--- config.mk ---
export PLATFORM = sky130hd
export DESIGN_NAME = fetch_queue
export DESIGN_NICKNAME = d
export VERILOG_FILES = /design/src/rtl/fetch_queue.sv
export SDC_FILE = /design/constraint.sdc
export NUM_CORES = 1
export LEC_CHECK = 0
export ABC_AREA = 1
export BUFFER_PORTS_ARGS = -buffer_cell sky130_fd_sc_hd__buf_4
export CAP_MARGIN = 20
export CORE_MARGIN = 1
export CORE_UTILIZATION = 58
export DETAILED_ROUTE_END_ITERATION = 6
export HOLD_SLACK_MARGIN = 0.06
export PLACE_DENSITY = 0.84
export SKIP_LAST_GASP = 1
export SYNTH_ARGS = -nofsm -noshare
export SYNTH_HDL_FRONTEND = slang
export SYNTH_SLANG_ARGS = --single-unit
--- constraint.sdc ---
create_clock -name clk -period 4.8 [get_ports clk]
set_input_delay 1.2 -clock clk [delete_from_list [all_inputs] [get_ports clk]]
set_output_delay 1.2 -clock clk [all_outputs]
set_load 0.02 [all_outputs]
--- src/rtl/fetch_queue.sv ---
// Instruction fetch buffer: circular FIFO of {pc, instr} beats between the I-cache
// controller and decode. Optional same-cycle bypass when FETCHQ_BYPASS_EN is defined.
module fetch_queue #(
    parameter int DEPTH       = 4,
    parameter int AFULL_LEVEL = 3
) (
    input  logic                     clk,
    input  logic                     rst,
    input  logic                     in_valid,
    input  logic [63:0]              in_pc_instr,
    input  logic                     flush,
    input  logic                     dec_ready,
    output logic                     out_valid,
    output logic [31:0]              out_pc,
    output logic [31:0]              out_instr,
    output logic                     stop_fetch,
    output logic                     overflow,
    output logic [$clog2(DEPTH):0]   count
);

    localparam int AW = $clog2(DEPTH);
    localparam int CW = AW + 1;

    logic [63:0]   mem [DEPTH];

    logic [AW-1:0] wr_ptr_reg, wr_ptr_next;
    logic [AW-1:0] rd_ptr_reg, rd_ptr_next;
    logic [CW-1:0] count_reg, count_next;
    logic          stop_reg;
    logic          overflow_reg;

    logic          empty;
    logic          full;
    logic          bypass;
    logic          pop;
    logic          pop_mem;
    logic          push;
    logic          drop;
    logic [63:0]   head;

    assign empty = (count_reg == '0);
    assign full  = (count_reg == CW'(DEPTH));
    assign head  = mem[rd_ptr_reg];

`ifdef FETCHQ_BYPASS_EN
    // An arriving beat into an empty queue is shown to decode in the same cycle.
    assign bypass = empty & in_valid & ~flush;
`else
    assign bypass = 1'b0;
`endif

    assign out_valid = ~empty | bypass;
    assign pop       = out_valid & dec_ready;
    // Only a pop of a stored entry moves the read side; a bypassed beat never touched memory.
    assign pop_mem   = pop & ~empty;
    assign push      = in_valid & ~flush & (~full | pop) & ~(bypass & dec_ready);
    assign drop      = in_valid & ~flush & full & ~pop;

    always_comb begin
        out_pc    = 32'h0;
        out_instr = 32'h0;
        if (bypass) begin
            out_pc    = in_pc_instr[63:32];
            out_instr = in_pc_instr[31:0];
        end else if (~empty) begin
            out_pc    = head[63:32];
            out_instr = head[31:0];
        end
    end

    always_comb begin
        wr_ptr_next = wr_ptr_reg;
        rd_ptr_next = rd_ptr_reg;
        count_next  = count_reg;
        if (flush) begin
            wr_ptr_next = '0;
            rd_ptr_next = '0;
            count_next  = '0;
        end else begin
            if (push)    wr_ptr_next = wr_ptr_reg + AW'(1);
            if (pop_mem) rd_ptr_next = rd_ptr_reg + AW'(1);
            count_next = count_reg + CW'(push) - CW'(pop_mem);
        end
    end

    always_ff @(posedge clk or posedge rst) begin
        if (rst) begin
            wr_ptr_reg   <= '0;
            rd_ptr_reg   <= '0;
            count_reg    <= '0;
            stop_reg     <= 1'b0;
            overflow_reg <= 1'b0;
        end else begin
            wr_ptr_reg <= wr_ptr_next;
            rd_ptr_reg <= rd_ptr_next;
            count_reg  <= count_next;
            // count_next is already zero on flush, so this also clears stop on flush.
            stop_reg   <= (count_next >= CW'(AFULL_LEVEL));
            if (drop) overflow_reg <= 1'b1;
        end
    end

    // Storage is intentionally left unreset.
    always_ff @(posedge clk) begin
        if (push) mem[wr_ptr_reg] <= in_pc_instr;
    end

    assign stop_fetch = stop_reg;
    assign overflow   = overflow_reg;
    assign count      = count_reg;

endmodule

==> impl_metrics.py <==
metrics = {
    "logic_synthesis": {
        "ys_seq_area_share_pct": 71.0,
        "synth_cells": 1020,
        "synth_top_cell_area_share_pct": 69.0,
        "synthTopCellsByArea": "edfxtp_1 69%, nand2_1 13%, inv_1 4.9%",
        "yosysTopAreaCell": "edfxtp_1",
        "ys_ff_latch": 265,
        "synth_area_um2": 11100,
        "synth_area_per_cell_um2": 10.9,
        "yosysUniqueCellTypes": 18,
        "yosys_warnings": 0,
        "syn_nets": 1096,
    },
    "clock_tree": {
        "cts-root-buf": "clkbuf_16",
        "post_cts_resized": 0,
        "cts_tree": "done",
        "cts.htree.levels": 1,
        "hold_buffers": 0,
        "clk_path_buf_depth": 3,
        "cts_setup_buffers": 0,
        "clock-sinks": 265,
        "cts_made_buffers": 25,
        "insertion_delay_ns": 0.52,
        "clk_pin_slew_ns": 0.06,
    },
    "global_routing": {
        "grt_first_pass_wirelength_um": 36100,
        "antenna_found_initial": 0,
        "grt_util_all_layers_pct": 23.8,
        "grt_overflow": 0,
        "grt_pass1_vias": 7404,
        "grt_max_degree": 101,
    },
    "sta": {
        "fmaxAchievable_ghz": 0.246,
        "hold_viol": 0,
        "clock_skew_ns": 0.00699,
        "fin_crit_sh_pct": 84.5,
        "tns_ns": 0,
        "fin_crit_ns": 4.06,
        "rsz0062_at_grt": "false",
        "setup_violations": 0,
        "worstMarginPinSlew_ns": 1.08,
        "max_slew_margin_pct": 28.2,
        "maxSlewViolCount": 0,
    },
    "setup_path": {
        "path_common_cell": "nand2_1",
        "crit_path_end_kind": "output port",
        "required_ns": 3.60,
        "path_max_fanout": 100,
        "slowest_delay_ns": 0.88,
        "crit_family": "buffers and inverters",
        "slowest_stage": "buf_4",
        "worstPathCellList": "buf_4, nand2_1, nand2_1, nand2_1, a21oi_1, buf_4",
        "worstPathArrival_ns": 2.86,
        "critical_path.n_buffers_inverters": 2,
        "rr_worst_depth": 12,
        "reg2reg_to": "stop_fetch$_DFF_PP0_",
        "crit_type": "flip-flop to output port",
        "r2r-start": "count[1]$_DFF_PP0_",
        "start_kind": "flip-flop",
        "worst-r2r-setup-slack_ns": 2.32,
    },
    "hold_path": {
        "min-delay-start": "overflow$_DFFE_PP0P_",
        "hp-class": "flip-flop to flip-flop",
        "whs_endpoint": "overflow$_DFFE_PP0P_",
        "hold_depth": 1,
    },
    "finish": {
        "largest_reg_flops": 256,
        "mostFrequentLayoutCells": "400 x nand2_1, 256 x edfxtp_1, 151 x buf_4, 146 x inv_1, 72 x nand3_1",
        "mostFrequentLayoutCell": "nand2_1",
        "fill_cells": 1275,
        "antenna_cells": 0,
        "seq_area_um2": 7920,
        "layout-drive-gt1-share_pct": 17.1,
        "area_growth_pct": 18.6,
        "multi_input_area_um2": 2370,
        "final_cell_count_no_fill": 1404,
        "finalNetCount": 1227,
    },
    "floorplan": {
        "core-area_um2": 18800,
        "die_x_um": 141,
        "start_util_pct": 59.4,
        "rows": 50,
        "io_pins": 139,
        "die-area_um2": 19800,
        "dieHeight_um": 141,
    },
    "power": {
        "p_leak_nw": 5.74,
        "totalPowerFinal_mw": 7.37,
        "ir_drop_mv": 0.489,
        "cellPowerDensity_nw_per_um2": 558,
    },
    "drt": {
        "drtPass1Iterations": 5,
        "vias": 7378,
        "wl_per_cell_um": 16.4,
        "ant_nets": 0,
        "drc": 0,
        "first_iter_violations": 524,
        "viasPerCell": 5.25,
        "wirelength_um": 23000,
    },
    "placed_design": {
        "place_congestion": 0.755,
        "dp_hpwl_um": 13200,
        "placedCellCount": 1358,
        "port_buffers": 138,
    },
    "run": {
        "maxCapViolCount": 0,
    },
    "run_status": {
        "status": "complete, no violations",
    },
}
[cell families after synthesis]
| logic type | Yosys count | synth area share [%] |
|---|---|---|
| simple gates | 485 | 17.2 |
| compound gates | 65 | 2.94 |
| fa+ha+maj | 7 | 0.854 |
| flops | 265 | 71.0 |
| buf+inv | 198 | 7.97 |
[synth_stat cells]
cell type    n
nor2_1      11
a21oi_1     64
inv_1      146
nand3_1     72
clkbuf_1     5
ha_1         6
buf_8        1
dfrtp_1      9
buf_2       30
buf_4        1
fa_1         1
edfxtp_1   256
inv_2        2
inv_4        1
nand2_1    400
nand4_1      2
buf_6       12
o21bai_1     1
[power by group]
part / leakage [nW] / switching [mW] / internal (mW)
logic: 2.86 / 1.62 / 0.847
registers: 2.44 / 0.0710 / 2.68
clock network: 0.441 / 0.811 / 1.34
total: 5.74 / 2.50 / 4.87
[routing by layer]
layer / vias up / global-route usage (%) / share of wire [%]
met2: 297 / 42.1 / 51
met5: - / 0 / 0
li1: 3556 / - / -
met3: 46 / 3.74 / 7.2
met4: 0 / 9.61 / 2.5
met1: 3479 / 29.4 / 39
[stage by stage]
step / worst slack (ns) / utilization, % / instance area, µm² / hold WS (ns)
3_5_place_dp: 1.31 / 65.6 / 12300 / 0.469
5_1_grt: 0.545 / 70.4 / 13200 / 0.535
3_3_place_gp: 1.37 / 65.6 / 12300 / 0.477
6_report: 0.742 / 70.4 / 13200 / 0.478
4_1_cts: 0.756 / 70.4 / 13200 / 0.486
2_1_floorplan: 0.0935 / - / 11100 / 0.520
[final cells by class]
class,instances,share of cell area (%)
clock inverters,15,1.90
multi-input cells,557,17.9
repair buffers,153,8.88
flip-flops and latches,265,59.9
well taps,234,2.22
inverters,149,4.25
clock buffers,31,4.90
[worst max-delay path by stage]
stage / to / start / depth (start not counted)
after global routing: out_instr[31] / rd_ptr_reg[0]$_DFFE_PP0P_ / 6
after floorplan: mem[0][0]$_DFFE_PP_ / in_valid / 4
after CTS: out_pc[31] / rd_ptr_reg[0]$_DFFE_PP0P_ / 6
after detailed placement: out_pc[31] / rd_ptr_reg[0]$_DFFE_PP0P_ / 6
after global placement: out_pc[31] / rd_ptr_reg[0]$_DFFE_PP0P_ / 6
final: out_instr[25] / rd_ptr_reg[0]$_DFFE_PP0P_ / 6
Power figures use the tool's default switching activity.
